==> src/rtl/hex_pkg.sv <==
// Shared definitions for the hex register readback path: FSM encoding,
// lane geometry and sweep-order helpers.
package hex_pkg;

  localparam int unsigned BYTE_W = 8;
  localparam int unsigned ADDR_W = 4;

  typedef enum logic [1:0] {
    IDLE = 2'd0,
    SEND = 2'd1,
    DONE = 2'd2
  } hex_state_e;

  // Lane where a sweep begins for the given byte count and direction.
  function automatic logic [ADDR_W-1:0] lane_first(input int unsigned bytes,
                                                   input bit msb_first);
    return msb_first ? ADDR_W'(bytes - 1) : '0;
  endfunction

  // Lane whose transfer ends a sweep.
  function automatic logic [ADDR_W-1:0] lane_last(input int unsigned bytes,
                                                  input bit msb_first);
    return msb_first ? '0 : ADDR_W'(bytes - 1);
  endfunction

endpackage

==> src/rtl/hex_byte_select.sv <==
// Combinational lane mux: picks one byte out of a packed register image.
// Addresses beyond the last lane read as zero.
module hex_byte_select
  import hex_pkg::*;
#(
  parameter int unsigned BYTES = 8
) (
  input  logic [BYTE_W*BYTES-1:0] lanes_i,
  input  logic [ADDR_W-1:0]       addr_i,
  output logic [BYTE_W-1:0]       byte_o
);

  always_comb begin
    byte_o = '0;
    for (int unsigned k = 0; k < BYTES; k++) begin
      if (addr_i == ADDR_W'(k)) byte_o = lanes_i[BYTE_W*k +: BYTE_W];
    end
  end

endmodule

==> src/rtl/hex_reader.sv <==
// Streams a captured snapshot of the hex register image out one byte lane at
// a time over a valid/ready handshake, then pulses done.
module hex_reader
  import hex_pkg::*;
#(
  parameter int unsigned BYTES     = 8,
  parameter bit          MSB_FIRST = 1'b0
) (
  input  logic                    clock,
  input  logic                    reset,
  input  logic                    start,
  input  logic                    abort,
  input  logic [BYTE_W*BYTES-1:0] hex,
  output logic                    readValid,
  input  logic                    readReady,
  output logic [BYTE_W-1:0]       readData,
  output logic [ADDR_W-1:0]       readAddress,
  output logic                    busy,
  output logic                    done
);

  localparam logic [ADDR_W-1:0] FIRST_LANE = lane_first(BYTES, MSB_FIRST);
  localparam logic [ADDR_W-1:0] LAST_LANE  = lane_last(BYTES, MSB_FIRST);
  localparam logic [ADDR_W-1:0] LANE_ONE   = ADDR_W'(1);

  hex_state_e                state_q, state_d;
  logic [ADDR_W-1:0]         index_q, index_d;
  logic [BYTE_W*BYTES-1:0]   snap_q,  snap_d;

  logic xfer;

  assign xfer = (state_q == SEND) && readReady;

  always_comb begin
    state_d = state_q;
    index_d = index_q;
    snap_d  = snap_q;
    unique case (state_q)
      IDLE: begin
        if (start && !abort) begin
          snap_d  = hex;
          index_d = FIRST_LANE;
          state_d = SEND;
        end
      end
      SEND: begin
        // Abort ends the sweep even if a byte transfers on the same edge.
        if (abort) begin
          state_d = IDLE;
        end else if (xfer) begin
          if (index_q == LAST_LANE) begin
            state_d = DONE;
          end else if (MSB_FIRST) begin
            index_d = index_q - LANE_ONE;
          end else begin
            index_d = index_q + LANE_ONE;
          end
        end
      end
      DONE: state_d = IDLE;
      default: state_d = IDLE;
    endcase
  end

  always_ff @(posedge clock or negedge reset) begin
    if (!reset) begin
      state_q <= IDLE;
      index_q <= '0;
      snap_q  <= '0;
    end else begin
      state_q <= state_d;
      index_q <= index_d;
      snap_q  <= snap_d;
    end
  end

  assign readValid   = (state_q == SEND);
  assign done        = (state_q == DONE);
  assign busy        = (state_q != IDLE);
  assign readAddress = index_q;

  hex_byte_select #(
    .BYTES (BYTES)
  ) u_byte_select (
    .lanes_i (snap_q),
    .addr_i  (index_q),
    .byte_o  (readData)
  );

endmodule

==> config.mk <==
export PLATFORM = sky130hd
export DESIGN_NAME = hex_reader
export DESIGN_NICKNAME = d
export VERILOG_FILES = /design/src/rtl/hex_pkg.sv /design/src/rtl/hex_byte_select.sv /design/src/rtl/hex_reader.sv
export SDC_FILE = /design/constraint.sdc
export NUM_CORES = 1
export LEC_CHECK = 0
export ABC_AREA = 1
export CAP_MARGIN = 10
export CORE_MARGIN = 2
export CORE_UTILIZATION = 35
export DETAILED_ROUTE_END_ITERATION = 10
export MAX_ROUTING_LAYER = met4
export PLACE_DENSITY = 0.58
export SYNTH_ARGS = -nofsm -noshare
export SYNTH_HDL_FRONTEND = slang
export SYNTH_SLANG_ARGS = --single-unit
==> constraint.sdc <==
create_clock -name clock -period 2.4 [get_ports clock]
set_clock_uncertainty 0.1 [all_clocks]
set_input_delay 0.48 -clock clock [delete_from_list [all_inputs] [get_ports clock]]
set_output_delay 0.48 -clock clock [all_outputs]
set_load 0.01 [all_outputs]
==> results.yml, run 1 <==
outcome:
  run_status: "finished, violations left"
  failing_checks: "negative setup slack"
timing:
  slew_violations: 0
  setup_slack_ns: -0.219
  max_clock_freq_mhz: 382
  period_needed_ns: 2.62
  grt_setup_unrepaired: "true"
  timing_worst_slew_pin_value_ns: 0.486
  timing.final.crit_share_pct: 109
  setup_viol_count_final: 8
  finalHoldWorstSlack_ns: 0.371
  timing.setup.tns_ns: -1.57
  max-slew-margin-rel_pct: 67.6
  final-hold-violation-count: 0
finish:
  num-nets-final: 696
  final_common_cell: "sky130_fd_sc_hd__nand2_1"
  antenna-diode-count: 0
  final_core_util_pct: 54.1
  fillers: 971
  final_layout_size_suffix_gt1_share_pct: 19.3
  syn_to_final_growth_pct: 49.8
  final_cell_mix: "sky130_fd_sc_hd__nand2_1, sky130_fd_sc_hd__clkdlybuf4s50_1, sky130_fd_sc_hd__dfrtp_1"
  postLayoutCellArea_mm2: 0.00531
clocking:
  numCtsBuffers: 9
  cts_max_path_buffers: 2
  clkSlewWorstSetupHoldPaths_ns: 0.08
  clockRootBuffer: "sky130_fd_sc_hd__clkbuf_8"
  clk-insertion-delay-late_ns: 0.34
  tritoncts: "built"
  cts.sink_count: 70
  cts-htree-levels: 3
setup_path:
  regToRegEndpoint: "readAddress[3]"
  timing.critical_path.mode_cell: "sky130_fd_sc_hd__nand2_1"
  worstSetupStartpoint: "readAddress[1]"
  timing.critical_path.slowest_stage_cell: "sky130_fd_sc_hd__dfrtp_1"
  critical_path_cell_sequence: "inv_2 -> buf_6 -> ha_4 -> inv_2 -> nor2_4 -> nand3_2 -> nand3_2 -> nand2_2 -> nand2_2 -> nand2_1 -> nand2_1 -> nand2_1 -> nand2_1 -> buf_6"
  critPathMaxFanout: 7
  timing.reg2reg.worst_path_depth: 9
  register_to_register_path_setup_slack_ns: 0.49
  startpoint_of_the_worst_slack_reg_to_reg_timing_path: "readAddress[0]"
  setup.worst_path.start_class: "flop"
  worst_path_largest_cell_delay_ns: 0.39
  timing.critical_path.arrival_ns: 2.04
  cp.required_ns: 1.82
  worst_setup_ep_type: "primary output"
  crit_type: "flop to primary output"
  critical_path.top_delay_family: "simple AND/OR/NAND/NOR gates"
  worstPathBufferInverterCount: 4
global_route:
  grt_start_max_net_pins: 67
  grtUsageTotal_pct: 19.6
  grt_first_pass_wirelength_um: 16800
  vias_in_the_first_global_route: 3464
  grt-ovfl-total: 0
  antenna_found_initial: 0
synth:
  share_of_the_yosys_chip_area_belonging_to_registers_pct: 49.4
  postSynthNetCount: 580
  ys.warnings.count: 0
  syn_area_per_cell_um2: 6.99
  postSynthCellCount: 507
  syn_area_mm2: 0.00354
  ys_seq_elements: 70
  yosysUniqueCellTypes: 20
die:
  num_rows: 36
  io-pin-count: 84
  floorplan.die.width_um: 105
  start_util_pct: 36.1
  fp.coreArea_mm2: 0.00982
  fp.dieH_um: 105
  die_area_mm2: 0.0109
drt:
  detailedRoute.firstPassIterationCount: 5
  post-route-drc-count: 0
  m1WireLength_um: 4800
  maxUsedRoutingLayer: "met4"
  routed_via_density: 4.54
  final_antenna_net_count: 0
  drt_wl_total_um: 9880
  num_vias: 3452
  initialDrtViolationCount: 157
  route.met3.wl_um: 382
  routed_length_per_instance_um: 13.0
  wire_length_on_met2_um: 4570
power_and_ir_drop:
  clock_power_share_pct: 27.1
  power_switching_share_pct: 33.9
  total_leakage_power_nw: 2.76
  internal_power_mw: 2.81
  fin_total_pwr_mw: 4.25
  power_density_mw_per_mm2: 801
  p_switching_mw: 1.44
  part_of_the_total_power_dissipated_in_combinational_logic_pct: 36.0
  vdd_ir_drop_max_mv: 0.342
  power_frac_seq_pct: 36.9
placed_design:
  gp_congestion: 0.840
  dpl_cell_area_mm2: 0.00470
  hpwl_um: 6820
  port_buffers: 83
hold_path:
  launch_point_of_the_worst_hold_path: "snap_q[17]"
  worstHoldPathCells: 2
  worst_hold_path_type: "flop to flop"
  hold_path_endpoint: "snap_q[17]"
flow_run:
  timing.max_cap.violations: 0
## power groups by stage
stage | Sequential (mW) | Clock, mW | Combinational, mW
finish | 1.57 | 1.15 | 1.53
global route | 1.60 | 1.23 | 1.71
CTS | 1.56 | 1.17 | 1.44
detailed placement | 1.57 | 0 | 1.32
global placement | 1.58 | 0 | 1.31
floorplan | 1.53 | 0 | 0.699
## metal layers
| layer | track usage [%] | vias to the layer above |
|---|---|---|
| met1 | 26.7 | 1596 |
| met2 | 29.9 | 90 |
| met4 | 6.38 | 0 |
| met3 | 3.37 | 8 |
| met5 | - | - |
| li1 | - | 1758 |
## worst min-delay path, stage by stage (launching register included)
cell,delay (ns)
sky130_fd_sc_hd__dfrtp_1,0.34
sky130_fd_sc_hd__nand2_1,0.05
sky130_fd_sc_hd__nand2_1,0.05
## flip-flops by register name (all words and copies together), names as in the netlist
signal	flops
state_q	2
readAddress	4
snap_q	64
## stage by stage
| step | std cells | setup slack, ns |
|---|---|---|
| final | 761 | -0.219 |
| after global routing | 761 | -0.372 |
| after CTS | 759 | -0.159 |
| after detailed placement | 728 | -0.312 |
| after global placement | 728 | -0.268 |
| after floorplan | 507 | 0.346 |
## layout make-up
type / instances / area, um^2 / area share [%]
multi-input combinational: 381 / 1770 / 33.3
sequential: 70 / 1760 / 33.1
timing repair buffer: 122 / 1230 / 23.1
tap: 133 / 166 / 3.14
inverter: 39 / 156 / 2.95
clock buffer: 10 / 128 / 2.40
clock inverter: 6 / 109 / 2.05
## what timing repair did
item,CTS,global route
resized for setup,81,21
buffers inserted,10,3
endpoints found under the setup margin,8,8
pin swaps,30,20
hold endpoints to repair,10,0
gates cloned,4,0
hold buffers,1,0
## cells in the mapped netlist
library cell | instances | area, um^2
sky130_fd_sc_hd__a21oi_1 | 2 | 10.0
sky130_fd_sc_hd__buf_2 | 12 | 60.1
sky130_fd_sc_hd__buf_4 | 4 | 30.0
sky130_fd_sc_hd__clkbuf_1 | 3 | 11.3
sky130_fd_sc_hd__dfrtp_1 | 70 | 1750
sky130_fd_sc_hd__ha_1 | 4 | 50.1
sky130_fd_sc_hd__inv_1 | 36 | 135
sky130_fd_sc_hd__inv_2 | 3 | 11.3
sky130_fd_sc_hd__nand2_1 | 290 | 1090
sky130_fd_sc_hd__nand2_2 | 2 | 12.5
sky130_fd_sc_hd__nand3_1 | 24 | 120
sky130_fd_sc_hd__nor2_1 | 36 | 135
sky130_fd_sc_hd__nor2_2 | 2 | 12.5
sky130_fd_sc_hd__nor2_4 | 2 | 22.5
sky130_fd_sc_hd__nor3_1 | 1 | 5.00
sky130_fd_sc_hd__nor3_2 | 1 | 10.0
sky130_fd_sc_hd__nor4_1 | 1 | 6.26
sky130_fd_sc_hd__o21ai_0 | 11 | 55.1
sky130_fd_sc_hd__o21ai_1 | 2 | 10.0
sky130_fd_sc_hd__or2_0 | 1 | 6.26
## logic make-up after synthesis
family | synth area share, %
DFF | 49.4
and+or+nand+nor | 40.0
adders and majority gates | 1.41
buffers and inverters | 6.99
AOI/OAI and AO/OA | 2.12
## worst max path at each step
stage | end | slack [ns] | cells after the start
after floorplan | readData[0] | 0.35 | 12
after global placement | readData[7] | -0.27 | 13
after detailed placement | readData[7] | -0.31 | 13
after CTS | readData[7] | -0.16 | 14
after global routing | readData[3] | -0.37 | 14
final | readData[7] | -0.22 | 14
Power figures use the tool's default switching activity.
==> run 2, diff against run 1 <==
--- a/config.mk
+++ b/config.mk
@@ -10,8 +10,10 @@
 export CORE_MARGIN = 2
 export CORE_UTILIZATION = 35
 export DETAILED_ROUTE_END_ITERATION = 10
+export HOLD_SLACK_MARGIN = 0.05
 export MAX_ROUTING_LAYER = met4
 export PLACE_DENSITY = 0.58
+export SKIP_LAST_GASP = 1
 export SYNTH_ARGS = -nofsm -noshare
 export SYNTH_HDL_FRONTEND = slang
 export SYNTH_SLANG_ARGS = --single-unit
==> constraint.sdc (replaced) <==
create_clock -name clock -period 3.3 [get_ports clock]
set_clock_uncertainty 0.1 [all_clocks]
set_input_delay 0.66 -clock clock [delete_from_list [all_inputs] [get_ports clock]]
set_output_delay 0.66 -clock clock [all_outputs]
set_load 0.01 [all_outputs]
==> results.yml, run 2 (synthesis results as in run 1) <==
clocking:
  clkSlewWorstSetupHoldPaths_ns: 0.08
  clockRootBuffer: "sky130_fd_sc_hd__clkbuf_8"
  cts_max_path_buffers: 2
  clk-insertion-delay-late_ns: 0.34
  cts.sink_count: 70
  tritoncts: "built"
  cts-htree-levels: 3
  numCtsBuffers: 9
drt:
  detailedRoute.firstPassIterationCount: 5
  routed_via_density: 4.50
  post-route-drc-count: 0
  drt_wl_total_um: 9310
  initialDrtViolationCount: 160
  num_vias: 3310
  final_antenna_net_count: 0
  routed_length_per_instance_um: 12.7
finish:
  final_cell_mix: "sky130_fd_sc_hd__nand2_1, sky130_fd_sc_hd__clkdlybuf4s50_1, sky130_fd_sc_hd__dfrtp_1"
  syn_to_final_growth_pct: 35.0
  fillers: 1065
  antenna-diode-count: 0
  registers.top_by_ff_count: "snap_q"
  final_common_cell: "sky130_fd_sc_hd__nand2_1"
  largest_reg_flops: 64
  final_layout_size_suffix_gt1_share_pct: 8.31
  num-nets-final: 670
  final_core_util_pct: 48.7
power_and_ir_drop:
  total_leakage_power_nw: 2.53
  power_switching_share_pct: 33.8
  vdd_ir_drop_max_mv: 0.302
  clock_power_share_pct: 25.2
  internal_power_mw: 1.81
  power_density_mw_per_mm2: 571
  part_of_the_total_power_dissipated_in_combinational_logic_pct: 33.4
  p_switching_mw: 0.923
  fin_total_pwr_mw: 2.73
  power_frac_seq_pct: 41.4
setup_path:
  cp.required_ns: 2.54
  timing.critical_path.slowest_stage_cell: "sky130_fd_sc_hd__clkdlybuf4s50_1"
  regToRegEndpoint: "readAddress[2]"
  timing.reg2reg.worst_path_depth: 8
  worst_setup_ep_type: "primary output"
  worst_path_largest_cell_delay_ns: 0.53
  register_to_register_path_setup_slack_ns: 1.46
  startpoint_of_the_worst_slack_reg_to_reg_timing_path: "readAddress[0]"
  crit_type: "flop to primary output"
  critical_path_cell_sequence: "buf_4 -> ha_1 -> nand3_1 -> clkinvlp_4 -> buf_4 -> nor2_1 -> nand2_1 -> nand2_1 -> clkdlybuf4s50_1"
  worstSetupStartpoint: "readAddress[0]"
  setup.worst_path.start_class: "flop"
  worstSetupEndpoint: "readData[4]"
  timing.critical_path.arrival_ns: 2.45
  critPathMaxFanout: 15
timing:
  grt_setup_unrepaired: "true"
  slew_violations: 0
  setup_viol_count_final: 0
  timing_worst_slew_pin_value_ns: 0.578
  timing.final.crit_share_pct: 97.3
  final-hold-violation-count: 0
  max-slew-margin-rel_pct: 61.5
  max_clock_freq_mhz: 311
  period_needed_ns: 3.21
global_route:
  grtUsageTotal_pct: 18.6
  grt_first_pass_wirelength_um: 16100
  grt-ovfl-total: 0
  antenna_found_initial: 0
  grt_start_max_net_pins: 46
  vias_in_the_first_global_route: 3320
flow_run:
  timing.max_cap.violations: 0
die:
  start_util_pct: 36.1
  io-pin-count: 84
  fp.dieH_um: 105
  floorplan.die.width_um: 105
  num_rows: 36
  fp.coreArea_mm2: 0.00982
  die_area_mm2: 0.0109
placed_design:
  port_buffers: 83
  hpwl_um: 6740
  gp_congestion: 0.876
outcome:
  run_status: "complete, no violations"
hold_path:
  worst_hold_path_type: "input pin to async pin"
==> run 2: changes by cell type in the layout (fill, tap and decap cells not counted), sizes merged, moves of 2 or more <==
cell	previous run	this run
clkdlybuf4s50	74	80
buf	47	15
inv	39	37
dlymetal6s2s	0	2
clkinvlp	0	3
bufinv	3	1
nand2	294	292
==> run 2: metal layers <==
metal / track usage [%] / wire [um] / share of wire, %
met5: - / 0 / 0
met4: 5.33 / 144 / 1.5
met3: 3.93 / 477 / 5.1
met2: 29.5 / 4290 / 46
met1: 24.3 / 4390 / 47
==> run 2: critical path: cells and delay by family (launching register included) <==
kind,cells,cell delay [ns]
adder cells (fa/ha/maj),1,0.23
flip-flops,1,0.39
AND/OR/NAND/NOR,4,0.48
buffers and inverters,4,1.01
==> run 2: how the worst min path moves through the flow <==
| stage | startpoint | endpoint | slack [ns] | depth (start not counted) |
|---|---|---|---|---|
| floorplan | reset | readAddress[0] | 0.26 | 0 |
| global placement | snap_q[16] | snap_q[16] | 0.35 | 2 |
| detailed placement | snap_q[58] | snap_q[58] | 0.36 | 2 |
| CTS | reset | snap_q[14] | 0.22 | 2 |
| global route | reset | snap_q[15] | 0.24 | 2 |
| finish | reset | snap_q[14] | 0.21 | 2 |
==> run 2: area by class of cell <==
cell class,count,area (um^2),area share [%]
Sequential cell,70,1750,36.6
Clock buffer,11,141,2.96
Multi-Input combinational cell,380,1580,32.9
Clock inverter,5,58.8,1.23
Inverter,39,153,3.19
Timing Repair Buffer,97,936,19.6
Tap cell,133,166,3.48
==> run 2: power by group through the flow <==
stage / Combinational (mW) / Clock [mW] / Sequential, mW
floorplan: 0.508 / 0 / 1.11
global placement: 0.887 / 0 / 1.15
detailed placement: 0.896 / 0 / 1.15
CTS: 0.909 / 0.706 / 1.13
global route: 1.05 / 0.742 / 1.15
finish: 0.912 / 0.688 / 1.13
==> run 2: metrics by stage <==
stage	area, um^2	hold WS (ns)	std cells	worst slack (ns)	TNS [ns]
after CTS	4700	0.217	727	0.0146	0
after detailed placement	4490	0.359	711	0.338	0
after floorplan	3540	0.264	507	1.07	0
after global placement	4490	0.354	711	0.356	0
after global routing	4780	0.236	735	-0.0710	-0.266
final	4780	0.213	735	0.0876	0
==> run 2: what timing repair did <==
item / CTS / global route
endpoints found under the setup margin: 1 / 8
hold buffers: 0 / 0
pin swaps: 1 / 3
setup buffers: 0 / 7
endpoints found under the hold margin: 0 / 0
cloned: 0 / 1
resized for setup: 2 / 13
